`config.mk`:
```
export PLATFORM = sky130hd
export DESIGN_NAME = match_ctrl
export DESIGN_NICKNAME = d
export VERILOG_FILES = /design/src/rtl/match_ctrl.sv
export SDC_FILE = /design/constraint.sdc
export NUM_CORES = 1
export LEC_CHECK = 0
export ABC_AREA = 1
export CORE_MARGIN = 2
export CORE_UTILIZATION = 33
export DETAILED_ROUTE_END_ITERATION = 6
export HOLD_SLACK_MARGIN = 0.08
export PLACE_DENSITY_LB_ADDON = 0.15
export SYNTH_ARGS = -nofsm -noshare
export SYNTH_HDL_FRONTEND = slang
export SYNTH_SLANG_ARGS = --single-unit
export TNS_END_PERCENT = 100
```
`constraint.sdc`:
```
create_clock -name pclk -period 4.9 [get_ports pclk]
set_input_delay 0.98 -clock pclk [delete_from_list [all_inputs] [get_ports pclk]]
set_output_delay 0.98 -clock pclk [all_outputs]
set_load 0.01 [all_outputs]
```
`src/rtl/match_ctrl.sv`:
```
// match_ctrl -- rally-scoring match controller for the volleyball game.
//
// Serves the ball after a hold-off delay, counts edge-detected touches per
// side, awards points on ground contact or over-touching, detects a win by
// a minimum score with a minimum lead (or score saturation) and restarts
// the match on request.
//
// Ports:
//   pclk        pixel clock; everything runs on its rising edge
//   rst         asynchronous active-low reset
//   start       match start/restart request (level, honoured in IDLE/OVER)
//   gnd_col     ball touched the ground
//   ball_side   half holding the ball (0 = player 1, 1 = player 2)
//   pl1_col     player 1 / ball overlap (level)
//   pl2_col     player 2 / ball overlap (level)
//   score_pl1   player 1 score
//   score_pl2   player 2 score
//   serve_side  server of the next/current rally
//   serve_req   one-cycle launch pulse on entry to the rally
//   freeze      hold ball physics (low only during a rally)
//   game_over   match finished
//   winner      match winner, valid while game_over
//   state       encoded FSM state for debug
module match_ctrl #(
  parameter int SCORE_W     = 5,
  parameter int WIN_POINTS  = 15,
  parameter int WIN_MARGIN  = 2,
  parameter int MAX_TOUCH   = 3,
  parameter int SERVE_DELAY = 65000000
) (
  input  logic               pclk,
  input  logic               rst,
  input  logic               start,
  input  logic               gnd_col,
  input  logic               ball_side,
  input  logic               pl1_col,
  input  logic               pl2_col,
  output logic [SCORE_W-1:0] score_pl1,
  output logic [SCORE_W-1:0] score_pl2,
  output logic               serve_side,
  output logic               serve_req,
  output logic               freeze,
  output logic               game_over,
  output logic               winner,
  output logic [2:0]         state
);

  localparam int DLY_W = $clog2(SERVE_DELAY) + 1;
  localparam int TC_W  = $clog2(MAX_TOUCH + 2);

  localparam logic [DLY_W-1:0]   DLY_LAST  = DLY_W'(SERVE_DELAY - 1);
  localparam logic [TC_W-1:0]    TC_LIMIT  = TC_W'(MAX_TOUCH);
  localparam logic [TC_W-1:0]    TC_SAT    = TC_W'(MAX_TOUCH + 1);
  localparam logic [SCORE_W-1:0] SCORE_MAX = {SCORE_W{1'b1}};
  localparam logic [SCORE_W-1:0] WIN_PTS   = SCORE_W'(WIN_POINTS);
  localparam logic [SCORE_W-1:0] WIN_MRG   = SCORE_W'(WIN_MARGIN);

  typedef enum logic [2:0] {
    IDLE       = 3'd0,
    SERVE_WAIT = 3'd1,
    RALLY      = 3'd2,
    POINT      = 3'd3,
    OVER       = 3'd4
  } state_t;

  state_t             state_q, state_nxt;
  logic [DLY_W-1:0]   dly_q, dly_nxt;
  logic [TC_W-1:0]    tc_q, tc_nxt;
  logic               last_q, last_nxt;
  logic               pl1_prev_q, pl2_prev_q;
  logic [SCORE_W-1:0] score_pl1_nxt, score_pl2_nxt;
  logic               serve_side_nxt, serve_req_nxt, freeze_nxt;
  logic               game_over_nxt, winner_nxt;

  // Combinational helpers for the rally and point evaluation
  logic               rise1, rise2, toucher, point, point_to;
  logic [TC_W-1:0]    tc_new;
  logic [SCORE_W-1:0] win_score, lose_score;
  logic               match_won;

  // Edge detectors track the overlaps in every state, so an overlap that is
  // already present when the rally starts is never seen as a fresh touch.
  assign rise1 = pl1_col & ~pl1_prev_q;
  assign rise2 = pl2_col & ~pl2_prev_q;
  assign state = state_q;

  always_ff @(posedge pclk or negedge rst) begin
    if (!rst) begin
      state_q    <= IDLE;
      dly_q      <= '0;
      tc_q       <= '0;
      last_q     <= 1'b0;
      pl1_prev_q <= 1'b0;
      pl2_prev_q <= 1'b0;
      score_pl1  <= '0;
      score_pl2  <= '0;
      serve_side <= 1'b0;
      serve_req  <= 1'b0;
      freeze     <= 1'b1;
      game_over  <= 1'b0;
      winner     <= 1'b0;
    end else begin
      state_q    <= state_nxt;
      dly_q      <= dly_nxt;
      tc_q       <= tc_nxt;
      last_q     <= last_nxt;
      pl1_prev_q <= pl1_col;
      pl2_prev_q <= pl2_col;
      score_pl1  <= score_pl1_nxt;
      score_pl2  <= score_pl2_nxt;
      serve_side <= serve_side_nxt;
      serve_req  <= serve_req_nxt;
      freeze     <= freeze_nxt;
      game_over  <= game_over_nxt;
      winner     <= winner_nxt;
    end
  end

  always_comb begin
    state_nxt      = state_q;
    dly_nxt        = dly_q;
    tc_nxt         = tc_q;
    last_nxt       = last_q;
    score_pl1_nxt  = score_pl1;
    score_pl2_nxt  = score_pl2;
    serve_side_nxt = serve_side;
    serve_req_nxt  = 1'b0;
    game_over_nxt  = game_over;
    winner_nxt     = winner;
    toucher        = rise2;
    tc_new         = tc_q;
    point          = 1'b0;
    point_to       = 1'b0;

    // In POINT, serve_side already names the player who just scored.
    win_score  = serve_side ? score_pl2 : score_pl1;
    lose_score = serve_side ? score_pl1 : score_pl2;
    match_won  = ((win_score >= WIN_PTS) && (win_score > lose_score) &&
                  ((win_score - lose_score) >= WIN_MRG)) ||
                 (win_score == SCORE_MAX);

    unique case (state_q)
      IDLE, OVER: begin
        if (start) begin
          score_pl1_nxt  = '0;
          score_pl2_nxt  = '0;
          serve_side_nxt = 1'b0;
          dly_nxt        = '0;
          game_over_nxt  = 1'b0;
          state_nxt      = SERVE_WAIT;
        end
      end
      SERVE_WAIT: begin
        if (dly_q == DLY_LAST) begin
          serve_req_nxt = 1'b1;
          tc_nxt        = '0;
          last_nxt      = 1'b0;
          state_nxt     = RALLY;
        end else begin
          dly_nxt = dly_q + DLY_W'(1);
        end
      end
      RALLY: begin
        if (gnd_col) begin
          // Ground contact outranks any touch fault in the same cycle.
          point    = 1'b1;
          point_to = ~ball_side;
        end else if (rise1 ^ rise2) begin
          // Simultaneous rises from both players cancel out.
          if (toucher == last_q) begin
            tc_new = (tc_q == TC_SAT) ? tc_q : tc_q + TC_W'(1);
          end else begin
            tc_new = TC_W'(1);
          end
          tc_nxt   = tc_new;
          last_nxt = toucher;
          if (tc_new > TC_LIMIT) begin
            point    = 1'b1;
            point_to = ~toucher;
          end
        end
        if (point) begin
          if (point_to) begin
            score_pl2_nxt = (score_pl2 == SCORE_MAX) ? score_pl2 : score_pl2 + SCORE_W'(1);
          end else begin
            score_pl1_nxt = (score_pl1 == SCORE_MAX) ? score_pl1 : score_pl1 + SCORE_W'(1);
          end
          serve_side_nxt = point_to;
          state_nxt      = POINT;
        end
      end
      POINT: begin
        if (match_won) begin
          game_over_nxt = 1'b1;
          winner_nxt    = serve_side;
          state_nxt     = OVER;
        end else begin
          dly_nxt   = '0;
          state_nxt = SERVE_WAIT;
        end
      end
      default: state_nxt = IDLE;
    endcase

    freeze_nxt = (state_nxt != RALLY);
  end

endmodule

```
==> results of run 1 <==
## cells by family (layout without fill, tap and decap cells)
| group | count (synthesis) | count (layout) | synth area share (%) |
|---|---|---|---|
| xor+xnor | 22 | 22 | 5.344 |
| simple gates | 319 | 319 | 41.36 |
| fa+ha+maj | 8 | 8 | 2.776 |
| flops | 51 | 51 | 35.43 |
| compound gates | 37 | 37 | 5.934 |
| buf+inv | 74 | 97 | 9.160 |
## stage by stage
stage          instance area [µm²]  utilization, %  hold slack, ns  setup WS [ns]  cells
2_1_floorplan                 3606               -          0.4675          2.611    511
3_3_place_gp                  3938           36.64          0.4722          1.947    666
3_5_place_dp                  3938           36.64          0.4888          1.912    666
4_1_cts                       4048           37.67          0.5140          2.242    674
5_1_grt                       4048           37.67          0.5562          2.058    674
6_report                      4048           37.67          0.5100          2.224    674
## worst register-to-register path: cells and delay by family, from the launching register on
kind	cells	cell delay (ns)
flip-flops	1	0.63
adder cells (fa/ha/maj)	1	0.18
AND/OR/NAND/NOR	13	1.43
buffers and inverters	2	0.21
## sequential cells by signal, summed over array words and instances (netlist names), 3 cells and up
signal     cells
tc_q           3
dly_q         27
state          3
score_pl1      5
score_pl2      5
## area by class of cell
cell class / count / area [µm²] / share of cell area (%)
flip-flops and latches: 51 / 1277 / 31.56
repair buffers: 26 / 250.2 / 6.182
clock buffers: 6 / 72.57 / 1.793
well taps: 140 / 175.2 / 4.328
inverters: 63 / 236.5 / 5.842
clock inverters: 2 / 37.54 / 0.9274
multi-input cells: 386 / 1998 / 49.37
## cell usage after synthesis
library cell,instances,area share (%)
o21ai_4,1,0.45
inv_2,7,0.73
nand2_8,1,0.56
or2_2,3,0.52
and3_1,1,0.17
nor2_1,52,5.4
xor2_1,15,3.6
xnor2_1,7,1.7
nor3b_1,2,0.42
nand3b_1,1,0.21
nand4_1,11,1.9
a31oi_1,1,0.17
dfstp_2,1,0.73
a21oi_1,13,1.8
o31ai_1,4,0.83
clkinv_1,4,0.42
dfrtp_1,50,35
nor3_4,1,0.45
o21ai_1,3,0.42
or2_1,1,0.17
nor2_2,3,0.52
clkbuf_2,1,0.14
buf_4,3,0.62
nand2_1,133,14
buf_6,1,0.31
a21boi_2,1,0.31
nor3_1,19,2.6
nor3_2,2,0.56
nand3_1,55,7.6
o21ai_0,14,1.9
nand3_2,3,0.83
nor4_1,4,0.69
nand2_2,26,4.5
ha_1,8,2.8
clkbuf_1,4,0.42
buf_12,2,1.1
nand2_4,1,0.31
inv_1,52,5.4
## metal layers
layer / track usage (%) / wire length, µm / vias up
met3: 3.074 / 362 / 6
met2: 27.32 / 4203 / 55
met5: 0 / 0 / -
li1: - / - / 1688
met4: 3.755 / 67 / 0
met1: 22.85 / 4418 / 1546
## power by group
part | switching, W | internal (W)
clock | 0.000151 | 0.000153
sequential | 0.0000845 | 0.000479
combinational | 0.000200 | 0.000116
## final timing paths
path | startpoint | end | slack [ns] | depth (start not counted)
worst max-delay path | pl2_col | score_pl2[3] | 2.22 | 12
worst min-delay path | dly_q[1] | dly_q[1] | 0.51 | 2
worst max register to register | serve_side | dly_q[1] | 2.33 | 16
worst min register to register | dly_q[1] | dly_q[1] | 0.51 | 2
max in group asynchronous | rst | dly_q[16] | 3.65 | 2
min in group asynchronous | rst | dly_q[8] | 0.76 | 2
==> reports/metrics.cfg, run 1 <==
[sta]
fin_skew_ns=0.02006
tightest_slew_ns=0.7397
min_period_ns=2.676
slew_headroom_pct=50.42
drv_slew=0
min_period_over_period_pct=54.62
max_freq_ghz=0.3736
hold_violations=0
final.setup.tns_ns=0
setup_viol_count_final=0
rsz0062_at_grt=false

[run]
drv_cap=0

[global_routing]
grt_max_degree=52
grt_usage_pct=16.67
grt_pass1_wl_mm=15.50
overflow=0
grt_antenna_before_repair=0
first_global_vias=3150

[route]
initialDrtViolationCount=210
routed_wirelength_mm=9.052
routed_via_density=4.889
num_vias=3295
wire_per_inst_um=13.43
firstDrtPassIters=4
antenna_left=0
remaining_drc_errors=0

[die]
fp-row-count=38
fp.dieH_um=108.5
boundaryPins=25
core_um2=10750
die_area_um2=11780
start_util_pct=33.56
fp.dieW_um=108.5

[worst_setup_path]
end_kind=flop
cp-start-kind=input port
crit_slowest_cell=clkdlybuf4s50_1
crit_buf_inv=2
required_ns=5.12
arrival_ns=2.90
critPathKind=input port to flop
cpPeakStageDelay_ns=0.50
cp_common_cell=nand2_1
cp_top_family=simple AND/OR/NAND/NOR gates
crit_fanout=10
crit_chain=clkdlybuf4s50_1, nand2_2, xor2_1, nand2_1, inv_2, nand2_1, o21ai_1, nand2_1, o21ai_4, nand3_1, nand2_1, nor2_1

[clock_network]
clock-sinks=51
post_cts_buffers=0
cts_made_buffers=5
clk_latency_ns=0.32
hold_buffers=0
h-tree-depth=2
clk_pin_slew_ns=0.11
cts_root_buf=clkbuf_8
cts_resized=0
clockBufferDepth=2
cts_tree=yes

[power_and_ir_drop]
powerDensity_nw_per_um2=292.2
p_total_w=0.001183
leakage_nw=1.861
vdd_drop_max_mv=0.1652

[layout]
fin_nets=548
nFillCells=1175
final_common_cell=nand2_1
layout_common_cells=nand2_1 (133), nand3_1 (55), inv_1 (52), nor2_1 (52), dfrtp_1 (50)
antennaDiodeCount=0
drive_above_1_share_pct=11.24
area_growth_pct=12.25

[yosys]
synth_seq_area_share_pct=35.43
synth_fp_nets=526
ys_warn_count=0
netlist_instances=511
syn_area_per_cell_um2=7.057
ys_seq_elements=51
ys_types=38
netlist_area_um2=3606

[place]
gp_congestion=0.8730
hpwlAfterDp_mm=6.712
placement.io_buffers=24

[hold_path]
hp-class=flop to flop

[status]
outcome=complete, no violations

No activity file was read; power rests on OpenSTA's default activity.
==> run 2: changes to the inputs <==
==> constraint.sdc (replaced) <==
create_clock -name pclk -period 2.22 [get_ports pclk]
set_input_delay 0.444 -clock pclk [delete_from_list [all_inputs] [get_ports pclk]]
set_output_delay 0.444 -clock pclk [all_outputs]
set_load 0.01 [all_outputs]
==> reports/metrics.cfg, run 2 (same netlist as run 1, synthesis figures left out) <==
[place]
hpwlAfterDp_mm=7.115  ; was 6.712 mm
dp_slack_ns=-0.1474  ; was 1.912 ns
placed_area_um2=4090  ; was 3938 µm²
placement.io_buffers=24  ; unchanged
gp_congestion=0.8449  ; was 0.8730

[clock_network]
cts_tree=yes  ; unchanged
clockBufferDepth=2  ; unchanged
cts_made_buffers=5  ; unchanged
cts_root_buf=clkbuf_8  ; unchanged
clk_latency_ns=0.33  ; was 0.32 ns
h-tree-depth=2  ; unchanged
clock-sinks=51  ; unchanged
hold_buffers=0  ; unchanged
clk_pin_slew_ns=0.10  ; was 0.11 ns

[layout]
area_growth_pct=22.59  ; was 12.25%
fin_nets=578  ; was 548
layout_common_cells=nand2_1 (128), nand3_1 (53), nor2_1 (52)  ; was nand2_1 (133), nand3_1 (55), inv_1 (52), nor2_1 (52), dfrtp_1 (50)
reg.largest.list=dly_q x27, score_pl1 x5, score_pl2 x5  ; unchanged
drive_above_1_share_pct=19.68  ; was 11.24%
antennaDiodeCount=0  ; unchanged
final_common_cell=nand2_1  ; unchanged
largest_register=dly_q  ; unchanged
final_area_um2=4420  ; was 4048 µm²
largest_reg_flops=27  ; unchanged

[sta]
max_freq_ghz=0.4751
hold_violations=0  ; unchanged
tightest_slew_ns=0.5666  ; was 0.7397 ns
min_period_over_period_pct=94.82
slew_headroom_pct=62.22  ; was 50.42%
drv_slew=0  ; unchanged
whs_ns=0.09442  ; was 0.5100 ns
fin_skew_ns=0.007874  ; was 0.02006 ns
setup_slack_ns=0.1150  ; was 2.224 ns
min_period_ns=2.105
setup_viol_count_final=0  ; unchanged

[route]
num_vias=3406  ; was 3295
firstDrtPassIters=4  ; unchanged
wire_per_inst_um=14.48  ; was 13.43 µm
initialDrtViolationCount=215  ; was 210
routed_wirelength_mm=10.20  ; was 9.052 mm
antenna_left=0  ; unchanged
routed_via_density=4.838  ; was 4.889
remaining_drc_errors=0  ; unchanged

[worst_setup_path]
crit_buf_inv=3  ; was 2
end_kind=flop  ; unchanged
arrival_ns=2.35  ; was 2.90 ns
reg2reg_depth=17  ; was 16
r2r_setup_slack_ns=0.12  ; was 2.33 ns
crit_fanout=8  ; was 10
cp-start-kind=flop  ; was input port
cp_top_family=simple AND/OR/NAND/NOR gates  ; unchanged
cpPeakStageDelay_ns=0.44  ; was 0.50 ns
crit_chain=inv_1, nand2_1, nand2_1, nand2_1, ha_2, inv_2, nand2_2, nand2_2, nand2_1, nand2_1, nand2_1, nand3_2, nand2_4, nand2_4, nand2_8, clkbuf_16, o21ai_0  ; was clkdlybuf4s50_1, nand2_2, xor2_1, nand2_1, inv_2, nand2_1, o21ai_1, nand2_1, o21ai_4, nand3_1, nand2_1, nor2_1
crit_slowest_cell=dfrtp_2  ; was clkdlybuf4s50_1
r2r_end=winner  ; was dly_q[1]
required_ns=2.47  ; was 5.12 ns
cp_common_cell=nand2_1  ; unchanged
critPathKind=flop to flop  ; was input port to flop
r2r-start=score_pl1[0]  ; was serve_side

[die]
fp-row-count=38  ; unchanged
fp.dieH_um=108.5  ; unchanged
start_util_pct=33.56  ; unchanged
fp.dieW_um=108.5  ; unchanged
core_um2=10750  ; unchanged
boundaryPins=25  ; unchanged
die_area_um2=11780  ; unchanged

[hold_path]
hp-class=input port to asynchronous set/reset pin  ; was flop to flop

[status]
outcome=complete, no violations  ; unchanged

[global_routing]
grt_max_degree=29  ; was 52
grt_antenna_before_repair=0  ; unchanged
first_global_vias=3252  ; was 3150
overflow=0  ; unchanged
grt_pass1_wl_mm=15.80  ; was 15.50 mm
grt_usage_pct=16.98  ; was 16.67%

[power_and_ir_drop]
vdd_drop_max_mv=0.3866  ; was 0.1652 mV
powerDensity_nw_per_um2=602.5  ; was 292.2 nW/µm²
leakage_nw=2.030  ; was 1.861 nW

[run]
drv_cap=0  ; unchanged

run 2: cell types whose count changed in the layout (fill, tap and decap cells not counted), moves of 3 or more:
cell / before / now
inv_2: 7 / 10
nand2_2: 26 / 29
dfrtp_2: 0 / 4
dfrtp_1: 50 / 46
nand2_1: 133 / 128
nand2_8: 1 / 4
buf_4: 2 / 24
inv_1: 52 / 48
run 2: area by class of cell:
type	count	area [µm²]
inverter	63	239.0
timing repair buffer	53	516.7
fill	1131	6325
clock buffer	6	82.58
tap	140	175.2
sequential	51	1282
multi-input combinational	389	2108
clock inverter	2	16.27
run 2: worst reg2reg max path: stages, from the launching register on:
cell,delay (ns)
dfrtp_2,0.44
inv_1,0.10
nand2_1,0.07
nand2_1,0.06
nand2_1,0.07
ha_2,0.18
inv_2,0.05
nand2_2,0.06
nand2_2,0.06
nand2_1,0.05
nand2_1,0.06
nand2_1,0.07
nand3_2,0.09
nand2_4,0.07
nand2_4,0.09
nand2_8,0.13
clkbuf_16,0.22
o21ai_0,0.16
run 2: how the worst max path moves through the flow:
stage                               to  slack, ns  depth (start not counted)    startpoint
after detailed placement  score_pl1[4]      -0.15                          8       pl2_col
after global placement    score_pl2[3]      -0.08                          9       pl2_col
after global routing         dly_q[15]      -0.02                         18  score_pl2[1]
after floorplan              dly_q[15]       0.28                         18  score_pl2[1]
final                           winner       0.12                         17  score_pl1[0]
after CTS                    dly_q[13]       0.03                         17  score_pl2[0]
run 2: power breakdown:
| group | internal [W] | total (W) | switching, W |
|---|---|---|---|
| combinational | 0.000317 | 0.000824 | 0.000507 |
| clock | 0.000255 | 0.000604 | 0.000349 |
| sequential | 0.00106 | 0.00123 | 0.000176 |
run 2: metal layers:
metal / wire length [µm] / track usage (%) / vias up
li1: - / - / 1751
met1: 4929 / 23.12 / 1570
met2: 4675 / 28.08 / 69
met3: 433 / 2.893 / 16
met4: 158 / 4.029 / 0
met5: 0 / 0 / -
run 2: through the flow:
| stage | util [%] | setup TNS (ns) | std cells | total power (W) |
|---|---|---|---|---|
| floorplan | - | 0 | 511 | 0.001780 |
| global placement | 38.06 | -0.3496 | 683 | 0.001989 |
| detailed placement | 38.06 | -0.9744 | 683 | 0.002003 |
| CTS | 38.98 | 0 | 691 | 0.002619 |
| global route | 41.14 | -0.1107 | 704 | 0.002874 |
| finish | 41.14 | 0 | 704 | 0.002664 |
run 2: timing repair:
| action | CTS | global route |
|---|---|---|
| setup buffers | 0 | 7 |
| setup endpoints to repair | 0 | 30 |
| gates resized for setup | 0 | 28 |
==> run 3: changes to the inputs <==
--- a/config.mk
+++ b/config.mk
@@ -9,6 +9,7 @@
 export CORE_MARGIN = 2
 export CORE_UTILIZATION = 33
 export DETAILED_ROUTE_END_ITERATION = 6
+export GPL_TIMING_DRIVEN = 0
 export HOLD_SLACK_MARGIN = 0.08
 export PLACE_DENSITY_LB_ADDON = 0.15
 export SYNTH_ARGS = -nofsm -noshare
==> reports/metrics.cfg, run 3 (same netlist as run 1, synthesis figures left out) <==
[status]
outcome=complete, no violations  ; unchanged

[power_and_ir_drop]
leakage_nw=2.002  ; was 2.030 nW
powerDensity_nw_per_um2=609.9  ; was 602.5 nW/µm²
vdd_drop_max_mv=0.3435  ; was 0.3866 mV

[worst_setup_path]
cpPeakStageDelay_ns=0.45  ; was 0.44 ns
cp_common_cell=nand2_2  ; was nand2_1
reg2reg_depth=16  ; was 17
crit_chain=inv_2, nand2_1, nand2_2, inv_1, ha_1, inv_2, nand3_1, a21oi_2, nand3_1, nand2_2, nand2_2, nand2_4, nand2_8, clkbuf_16, nand2_2, nand2_1  ; was inv_1, nand2_1, nand2_1, nand2_1, ha_2, inv_2, nand2_2, nand2_2, nand2_1, nand2_1, nand2_1, nand3_2, nand2_4, nand2_4, nand2_8, clkbuf_16, o21ai_0
arrival_ns=2.37  ; was 2.35 ns
cp-start-kind=flop  ; unchanged
crit_slowest_cell=dfrtp_1  ; was dfrtp_2
critPathKind=flop to flop  ; unchanged
end_kind=flop  ; unchanged
crit_fanout=6  ; was 8
required_ns=2.42  ; was 2.47 ns

[route]
wire_per_inst_um=14.17  ; was 14.48 µm
remaining_drc_errors=0  ; unchanged
firstDrtPassIters=4  ; unchanged
antenna_left=0  ; unchanged
num_vias=3489  ; was 3406
routed_via_density=4.991  ; was 4.838
routed_wirelength_mm=9.906  ; was 10.20 mm
initialDrtViolationCount=298  ; was 215

[run]
drv_cap=0  ; unchanged

[global_routing]
grt_pass1_wl_mm=15.48  ; was 15.80 mm
first_global_vias=3273  ; was 3252
grt_max_degree=31  ; was 29
grt_usage_pct=16.62  ; was 16.98%
overflow=0  ; unchanged
grt_antenna_before_repair=0  ; unchanged

[clock_network]
clk_pin_slew_ns=0.11  ; was 0.10 ns
clock-sinks=51  ; unchanged
clockBufferDepth=2  ; unchanged
cts_root_buf=clkbuf_8  ; unchanged
clk_latency_ns=0.31  ; was 0.33 ns
cts_made_buffers=5  ; unchanged
cts_tree=yes  ; unchanged
hold_buffers=0  ; unchanged
h-tree-depth=2  ; unchanged

[layout]
final_area_um2=4358  ; was 4420 µm²
layout_common_cells=nand2_1 (129), nand3_1 (54), nor2_1 (52)  ; was nand2_1 (128), nand3_1 (53), nor2_1 (52)
largest_reg_flops=27  ; unchanged
largest_register=dly_q  ; unchanged
drive_above_1_share_pct=18.07  ; was 19.68%
nFillCells=1171  ; was 1131
final_common_cell=nand2_1  ; unchanged
fin_nets=573  ; was 578
area_growth_pct=20.85  ; was 22.59%
antennaDiodeCount=0  ; unchanged
reg.largest.list=dly_q x27, score_pl1 x5, score_pl2 x5  ; unchanged

[sta]
hold_violations=0  ; unchanged
fin_skew_ns=0.01579  ; was 0.007874 ns
setup_viol_count_final=0  ; unchanged
min_period_ns=2.167  ; was 2.105 ns
drv_slew=0  ; unchanged
rsz0062_at_grt=true
min_period_over_period_pct=97.60  ; was 94.82%
whs_ns=0.1881  ; was 0.09442 ns
max_freq_ghz=0.4615  ; was 0.4751 GHz
slew_headroom_pct=49.76  ; was 62.22%
tightest_slew_ns=0.7536  ; was 0.5666 ns

[die]
fp.dieH_um=108.5  ; unchanged
boundaryPins=25  ; unchanged
start_util_pct=33.56  ; unchanged
fp-row-count=38  ; unchanged
die_area_um2=11780  ; unchanged
fp.dieW_um=108.5  ; unchanged
core_um2=10750  ; unchanged

[place]
placement.io_buffers=24  ; unchanged
hpwlAfterDp_mm=7.139  ; was 7.115 mm
placed_area_um2=4044  ; was 4090 µm²
gp_congestion=0.8690  ; was 0.8449

[hold_path]
hp-class=input port to asynchronous set/reset pin  ; unchanged

## run 3: cell types whose count changed in the layout (fill, tap and decap cells not counted), moves of 2 or more
| cell | before | now |
|---|---|---|
| clkbuf_1 | 0 | 3 |
| ha_1 | 6 | 8 |
| nand2_8 | 4 | 1 |
| nand3_2 | 5 | 3 |
| o21ai_2 | 0 | 2 |
| buf_4 | 24 | 13 |
| ha_2 | 2 | 0 |
## run 3: area by class of cell
class / count / area [µm²] / area share, %
Buffer: 11 / 101.3 / 2.326
Sequential cell: 51 / 1284 / 29.46
Tap cell: 140 / 175.2 / 4.020
Inverter: 63 / 239.0 / 5.484
Clock buffer: 6 / 82.58 / 1.895
Clock inverter: 2 / 16.27 / 0.3732
Timing Repair Buffer: 38 / 395.4 / 9.073
Multi-Input combinational cell: 388 / 2064 / 47.37
## run 3: path summary, 6_finish.rpt
path / start / end / slack [ns]
min in group pclk: winner / winner / 0.49
min reg2reg: winner / winner / 0.49
min: rst / tc_q[1] / 0.19
max: score_pl2[1] / dly_q[26] / 0.05
max reg2reg: score_pl2[1] / dly_q[26] / 0.05
max in group asynchronous: rst / score_pl2[0] / 1.44
## run 3: what timing repair did
item                                    4_1_cts  5_1_grt
setup buffers                                 0       11
pin swaps                                     0        3
gates cloned                                  0        4
resized for setup                             3       25
endpoints found under the setup margin       20       36
## run 3: layer usage
metal,up-vias,GRT usage [%],part of all wire (%)
met3,13,2.351,4.1
met4,0,4.762,1.1
met2,75,27.32,46
met1,1659,22.74,48
met5,-,0,0
li1,1742,-,-
## run 3: where the power goes
| group | internal [W] | switching (W) |
|---|---|---|
| registers | 0.00106 | 0.000169 |
| clock network | 0.000256 | 0.000338 |
| logic | 0.000318 | 0.000516 |
| total | 0.00164 | 0.00102 |
## run 3: stage by stage
| stage | std cells | setup WS (ns) | TNS [ns] | total power, W | utilization (%) |
|---|---|---|---|---|---|
| after floorplan | 511 | 0.2816 | 0 | 0.001780 | - |
| after global placement | 675 | -0.9322 | -51.92 | 0.001991 | 37.42 |
| after detailed placement | 676 | -0.2957 | -5.955 | 0.002008 | 37.63 |
| after CTS | 684 | 0.003803 | 0 | 0.002608 | 38.66 |
| after global routing | 699 | -0.05769 | -0.8592 | 0.002855 | 40.56 |
| final | 699 | 0.05332 | 0 | 0.002658 | 40.56 |
## run 3: worst max-delay path: cells and delay by family, from the launching register on
kind	cells	cell delay, ns
flops	1	0.45
fa+ha+maj	1	0.20
buf+inv	4	0.41
simple gates	10	0.84
compound gates	1	0.16
